===== src/rtl/ram_sdp_ctrl_pkg.sv =====
// Shared types and constants for the 512x32 SDP RAM controller.
// Holds FSM state encoding, default widths, depth and read latency.
package ram_sdp_ctrl_pkg;

    localparam int DATA_W_DEF = 32;
    localparam int ADDR_W_DEF = 9;
    localparam int DEPTH      = 1 << ADDR_W_DEF;
    localparam int RD_LAT     = 2;

    typedef enum logic {
        ST_INIT = 1'b0,
        ST_RUN  = 1'b1
    } state_e;

endpackage


===== src/rtl/ram_sdp_rr_ctrl_512x32_rr_arb2.sv =====
// Two-way round-robin arbiter with per-request mask and enable.
// Priority flips to the other requester only on an actual grant.
module rr_arb2 (
    input  logic       clk_i,
    input  logic       rst_ni,
    input  logic       en_i,
    input  logic [1:0] req_i,
    input  logic [1:0] mask_i,
    output logic [1:0] gnt_o
);

    logic       prio_q;
    logic       prio_d;
    logic [1:0] cand;

    // Pick the eligible requester, favouring the one holding priority
    always_comb begin
        cand   = req_i & ~mask_i & {2{en_i}};
        gnt_o  = 2'b00;
        prio_d = prio_q;
        if (!prio_q) begin
            if (cand[0]) begin
                gnt_o = 2'b01;
            end else if (cand[1]) begin
                gnt_o = 2'b10;
            end
        end else begin
            if (cand[1]) begin
                gnt_o = 2'b10;
            end else if (cand[0]) begin
                gnt_o = 2'b01;
            end
        end
        if (gnt_o[0]) begin
            prio_d = 1'b1;
        end else if (gnt_o[1]) begin
            prio_d = 1'b0;
        end
    end

    // Priority pointer; requester 0 first after reset
    always_ff @(posedge clk_i or negedge rst_ni) begin
        if (!rst_ni) begin
            prio_q <= 1'b0;
        end else begin
            prio_q <= prio_d;
        end
    end

endmodule


===== src/rtl/ram_sdp_rr_ctrl_512x32.sv =====
// Init/fill and round-robin sharing of a 512x32 simple dual-port RAM.
// Two writers, two readers; reads blocked on same-cycle write address.
module ram_sdp_rr_ctrl_512x32
    import ram_sdp_ctrl_pkg::*;
#(
    parameter int                DATA_W     = DATA_W_DEF,
    parameter int                ADDR_W     = ADDR_W_DEF,
    parameter logic [DATA_W-1:0] INIT_VALUE = '0
) (
    input  logic              clock,
    input  logic              reset_n,
    input  logic              clear,
    output logic              init_done,
    input  logic [1:0]        wr_req,
    input  logic [ADDR_W-1:0] wr_addr0,
    input  logic [ADDR_W-1:0] wr_addr1,
    input  logic [DATA_W-1:0] wr_data0,
    input  logic [DATA_W-1:0] wr_data1,
    output logic [1:0]        wr_gnt,
    input  logic [1:0]        rd_req,
    input  logic [ADDR_W-1:0] rd_addr0,
    input  logic [ADDR_W-1:0] rd_addr1,
    output logic [1:0]        rd_gnt,
    output logic              rd_valid,
    output logic              rd_id,
    output logic [DATA_W-1:0] rd_data,
    output logic              ram_we,
    output logic [ADDR_W-1:0] ram_write_addr,
    output logic [DATA_W-1:0] ram_din,
    output logic [ADDR_W-1:0] ram_read_addr,
    input  logic [DATA_W-1:0] ram_dout
);

    localparam logic [ADDR_W-1:0] LAST = '1;

    state_e            state_q;
    state_e            state_d;
    logic [ADDR_W-1:0] cnt_q;
    logic [ADDR_W-1:0] cnt_d;
    logic              arb_en;

    logic [ADDR_W-1:0] wa_sel;
    logic [DATA_W-1:0] wd_sel;
    logic              wr_any;
    logic [1:0]        rd_mask;

    logic              we_q;
    logic              we_d;
    logic [ADDR_W-1:0] waddr_q;
    logic [ADDR_W-1:0] waddr_d;
    logic [DATA_W-1:0] din_q;
    logic [DATA_W-1:0] din_d;
    logic [ADDR_W-1:0] raddr_q;
    logic [ADDR_W-1:0] raddr_d;
    logic [RD_LAT-1:0] vld_q;
    logic [RD_LAT-1:0] id_q;

    // Fill sequencing and return to fill on clear
    always_comb begin
        state_d = state_q;
        cnt_d   = cnt_q;
        arb_en  = 1'b0;
        case (state_q)
            ST_INIT: begin
                cnt_d = cnt_q + 1'b1;
                if (cnt_q == LAST) begin
                    state_d = ST_RUN;
                end
            end
            ST_RUN: begin
                if (clear) begin
                    state_d = ST_INIT;
                    cnt_d   = '0;
                end else begin
                    arb_en = 1'b1;
                end
            end
            default: begin
                state_d = ST_INIT;
                cnt_d   = '0;
            end
        endcase
    end

    // State and fill counter
    always_ff @(posedge clock or negedge reset_n) begin
        if (!reset_n) begin
            state_q <= ST_INIT;
            cnt_q   <= '0;
        end else begin
            state_q <= state_d;
            cnt_q   <= cnt_d;
        end
    end

    rr_arb2 u_wr_arb (
        .clk_i  (clock),
        .rst_ni (reset_n),
        .en_i   (arb_en),
        .req_i  (wr_req),
        .mask_i (2'b00),
        .gnt_o  (wr_gnt)
    );

    // Granted write and the read-collision mask it implies
    always_comb begin
        wr_any     = |wr_gnt;
        wa_sel     = wr_gnt[1] ? wr_addr1 : wr_addr0;
        wd_sel     = wr_gnt[1] ? wr_data1 : wr_data0;
        rd_mask[0] = wr_any && (rd_addr0 == wa_sel);
        rd_mask[1] = wr_any && (rd_addr1 == wa_sel);
    end

    rr_arb2 u_rd_arb (
        .clk_i  (clock),
        .rst_ni (reset_n),
        .en_i   (arb_en),
        .req_i  (rd_req),
        .mask_i (rd_mask),
        .gnt_o  (rd_gnt)
    );

    // Next RAM port values: fill word in INIT, granted request in RUN
    always_comb begin
        we_d    = 1'b0;
        waddr_d = waddr_q;
        din_d   = din_q;
        raddr_d = raddr_q;
        if (state_q == ST_INIT) begin
            we_d    = 1'b1;
            waddr_d = cnt_q;
            din_d   = INIT_VALUE;
        end else if (wr_any) begin
            we_d    = 1'b1;
            waddr_d = wa_sel;
            din_d   = wd_sel;
        end
        if (rd_gnt[1]) begin
            raddr_d = rd_addr1;
        end else if (rd_gnt[0]) begin
            raddr_d = rd_addr0;
        end
    end

    // Registered RAM ports and read-return tracking
    always_ff @(posedge clock or negedge reset_n) begin
        if (!reset_n) begin
            we_q    <= 1'b0;
            waddr_q <= '0;
            din_q   <= '0;
            raddr_q <= '0;
            vld_q   <= '0;
            id_q    <= '0;
        end else begin
            we_q    <= we_d;
            waddr_q <= waddr_d;
            din_q   <= din_d;
            raddr_q <= raddr_d;
            vld_q   <= {vld_q[RD_LAT-2:0], |rd_gnt};
            id_q    <= {id_q[RD_LAT-2:0], rd_gnt[1]};
        end
    end

    assign init_done      = (state_q == ST_RUN);
    assign ram_we         = we_q;
    assign ram_write_addr = waddr_q;
    assign ram_din        = din_q;
    assign ram_read_addr  = raddr_q;
    assign rd_valid       = vld_q[RD_LAT-1];
    assign rd_id          = id_q[RD_LAT-1];
    assign rd_data        = ram_dout;

endmodule


===== config.mk =====
export PLATFORM = sky130hd
export DESIGN_NAME = ram_sdp_rr_ctrl_512x32
export DESIGN_NICKNAME = d
export VERILOG_FILES = /design/src/rtl/ram_sdp_ctrl_pkg.sv /design/src/rtl/ram_sdp_rr_ctrl_512x32_rr_arb2.sv /design/src/rtl/ram_sdp_rr_ctrl_512x32.sv
export SDC_FILE = /design/constraint.sdc
export NUM_CORES = 1
export LEC_CHECK = 0
export BUFFER_PORTS_ARGS = -buffer_cell sky130_fd_sc_hd__clkbuf_2
export CAP_MARGIN = 20
export CORE_MARGIN = 2
export CORE_UTILIZATION = 48
export CTS_CLUSTER_SIZE = 30
export DETAILED_ROUTE_END_ITERATION = 10
export GPL_TIMING_DRIVEN = 0
export PLACE_DENSITY = 0.86
export SYNTH_ARGS = -nofsm -noshare
export SYNTH_HDL_FRONTEND = slang
export SYNTH_SLANG_ARGS = --single-unit

===== constraint.sdc =====
create_clock -name clock -period 8.6 [get_ports clock]
set_clock_uncertainty 0.2 [all_clocks]
set_input_delay 0.43 -clock clock [delete_from_list [all_inputs] [get_ports clock]]
set_output_delay 0.43 -clock clock [all_outputs]
set_load 0.05 [all_outputs]

==> flow_metrics.tcl <==
set metrics [dict create \
    portBuffers 196 \
    synthXorXnorAreaFrac_pct 4.078 \
    cts_max_level 3 \
    yosysSeqAreaShare_pct 43.37 \
    leakage_nw 2.824 \
    async_reset_ff_share_pct 100.0 \
    synthAdderAreaFrac_pct 0.6472 \
    synth-compound-area-share_pct 17.80 \
    hp-class "primary input to async pin" \
    final_hold_viol_count 0 \
    yosysWarningCount 0 \
    ios 229 \
    dr.pass1.iters 6 \
    dp_hpwl_microns 9343 \
    drv_slew 0 \
    clock_power_share_pct 23.5 \
    worstPathArrival_ns 3.60 \
    dieArea_sq_um 8788 \
    fmax_mhz 236.3 \
    postCtsSetupBuffers 0 \
    setup_viol 0 \
    grt_max_degree 68 \
    synth-simple-area-share_pct 12.39 \
    rsz0062_at_grt "false" \
    viasPerCell 5.580 \
    powerDensity_nw_per_um2 191.5 \
    cts_buffers 9 \
    worstSetupPathType "flip-flop to primary output" \
    cp-start-kind "flip-flop" \
    drt_wl_total_microns 11720 \
    drt_iter0_markers 190 \
    vias 3962 \
    layout_commonest_cell "clkbuf_2" \
    muxShareOfSynthArea_pct 10.00 \
    grt_pass1_wl_microns 18290 \
    synth.distinct_cells 46 \
    period_needed_ns 4.233 \
    dpl_cell_area_sq_um 4977 \
    worst_pin_slew_ns 0.9193 \
    rows 32 \
    antenna_cells 0 \
    clock_sinks 67 \
    synth_edf_count 0 \
    seqPwrFrac_pct 41.4 \
    postRouteAntennaNets 0 \
    pwr-share-comb_pct 35.2 \
    drc 0 \
    wire_per_inst_microns 16.51 \
    synth_ff_type "dfrtp_1" \
    relSlewSlack_pct 38.71 \
    syn_to_final_growth_pct 33.04 \
    cts_tree "yes" \
    start_util_pct 49.77 \
    clk_pin_slew_ns 0.08 \
    avgSynthCellArea_sq_um 9.739 \
    track_usage_pct 26.64 \
    clk_latency_ns 0.34 \
    outcome "complete, no violations" \
    fin_crit_sh_pct 49.22 \
    crit_buf_inv 5 \
    crit_family "buffers and inverters" \
    p_sw_share_pct 40.60 \
    intPower_uw 585.0 \
    syn_inst 397 \
    cts_buffer_depth 2 \
    globalplace.congestion 0.9386 \
    synth_top_family_by_area "compound AO/OA/AOI/OAI gates" \
    cp_max_fo 10 \
    antenna_found_initial 0 \
    core-area_sq_um 7767 \
    startpoint "init_done$_DFF_PN0_" \
    required_ns 7.97 \
    maxCapViolCount 0 \
    die_w_microns 93.75 \
    ctsHoldBuffers 0 \
    worstReg2RegStart "init_done$_DFF_PN0_" \
    design_area_sq_um 5144 \
    ys_ff_latch 67 \
    final_cell_mix "clkbuf_2 (195), dfrtp_1 (67), nand3_1 (47)" \
    grt_pass1_vias 3854 \
    cp-end-kind "primary output" \
    cts_resized 0 \
    syn_area_sq_um 3866 \
    fp.dieH_microns 93.75 \
    p_sw_uw 399.9 \
    cts-root-buf "clkbuf_8" \
    worstPathCellList "nor2b_1 > nand3_4 > inv_2 > buf_6 > mux2i_1 > a222oi_1 > a31oi_1 > clkbuf_1 > and2_1 > buf_4 > clkbuf_2" \
    cp_slowest_cell "dfrtp_1" \
    setup_tns_ns 0 \
    fin_nets 745 \
    drive_gt1_share_pct 41.61 \
    syn_nets 538 \
    grt-ovfl-total 0 \
    slowest_delay_ns 0.44 \
    ir_drop_mv 0.09797 \
]
-- sequential cells by signal, summed over array words and instances, names as in the netlist --
name and count:
ram_din 32, cnt_q 9, ram_read_addr 9, ram_write_addr 9, id_q 2, vld_q 2, init_done 1, ram_we 1
u_rd_arb.prio_q 1, u_wr_arb.prio_q 1
-- worst register-to-register path: stages, from the launching register on --
cell and delay (ns):
dfrtp_1 0.44, nor2b_1 0.36, nand3_4 0.23, inv_2 0.11
buf_6 0.16, mux2i_1 0.42, a222oi_1 0.16, a31oi_1 0.41
clkbuf_1 0.42, nand3_1 0.15, o221a_1 0.16
-- synthesized netlist by cell type, types with 2 or more instances --
cell / instances / area (sq um)
a21oi_1: 7 / 35.03
a31oi_1: 2 / 12.51
a21o_1: 3 / 22.52
nand2b_1: 5 / 31.28
o21a_1: 2 / 15.01
and3_1: 3 / 18.77
a222oi_1: 3 / 30.03
ha_1: 2 / 25.02
xnor2_1: 16 / 140.1
o22ai_1: 4 / 25.02
buf_6: 2 / 22.52
buf_4: 34 / 255.2
nand3b_1: 2 / 15.01
inv_1: 21 / 78.83
o21ai_0: 39 / 195.2
o211ai_1: 3 / 22.52
dfrtp_1: 67 / 1677
clkbuf_1: 13 / 48.80
mux2i_1: 36 / 360.4
buf_1: 8 / 30.03
a221o_1: 3 / 30.03
and2_1: 2 / 12.51
a221oi_1: 2 / 17.52
xor2_1: 2 / 17.52
o221ai_1: 6 / 52.55
a22oi_1: 3 / 22.52
o31ai_1: 5 / 37.54
nand2_1: 16 / 60.06
nor2_1: 5 / 18.77
o221a_1: 9 / 101.4
nand4_1: 5 / 31.28
nand3_1: 47 / 235.2
o2bb2ai_1: 3 / 26.28
buf_2: 2 / 10.01
nor4_1: 2 / 12.51
nor2b_1: 3 / 18.77
-- power groups by stage --
| stage | sequential, mW | clock [mW] | combinational [mW] |
|---|---|---|---|
| after CTS | 0.407 | 0.236 | 0.347 |
| after global routing | 0.414 | 0.251 | 0.370 |
| final | 0.408 | 0.231 | 0.346 |
| after floorplan | 0.514 | 0 | 0.139 |
| after global placement | 0.410 | 0 | 0.340 |
| after detailed placement | 0.413 | 0 | 0.347 |
-- path summary, 6_finish.rpt --
path	to	slack [ns]	cells past startpoint
min in group clock	cnt_q[8]$_DFFE_PN0P_	0.15	2
worst max-delay path	rd_gnt[0]	4.37	11
max in group asynchronous	ram_read_addr[1]$_DFFE_PN0P_	7.57	1
worst max register to register	ram_read_addr[5]$_DFFE_PN0P_	5.27	10
worst min register to register	vld_q[1]$_DFF_PN0_	0.16	0
worst min-delay path	ram_din[19]$_DFFE_PN0P_	0.04	1
-- metal layers --
metal,GRT usage [%],vias to the layer above,share of wire [%]
met2,45.71,244,50
met1,32.76,1861,38
li1,-,1823,-
met3,4.815,34,9.1
met5,0,-,0
met4,11.59,0,3.2
-- kinds of logic after synthesis --
logic type | Yosys count
AO/OA/AOI/OAI | 98
XOR/XNOR | 18
adder cells (fa/ha/maj) | 2
buffers and inverters | 82
flip-flops | 67
multiplexers | 38
AND/OR/NAND/NOR | 92
-- area by class of cell --
| class | count | area [sq um] |
|---|---|---|
| multi-input combinational | 248 | 1737 |
| clock buffer | 9 | 123.9 |
| inverter | 23 | 86.33 |
| sequential | 67 | 1677 |
| fill | 641 | 2624 |
| timing repair buffer | 196 | 983.4 |
| buffer | 59 | 366.6 |
| tap | 102 | 127.6 |
| clock inverter | 6 | 42.54 |
-- metrics by stage --
stage                     hold slack, ns  std cells  setup WS, ns  util (%)  power, mW
after floorplan                 -0.06559        397         5.021         -     0.6525
after global placement            0.1332        695         4.716     64.05     0.7500
after detailed placement          0.1420        695         4.698     64.08     0.7598
after CTS                        0.06879        710         4.425     66.22     0.9906
after global routing              0.1149        710         4.189     66.22      1.036
final                            0.04033        710         4.367     66.22     0.9849
Note: power is estimated with default switching activity, not from simulation.
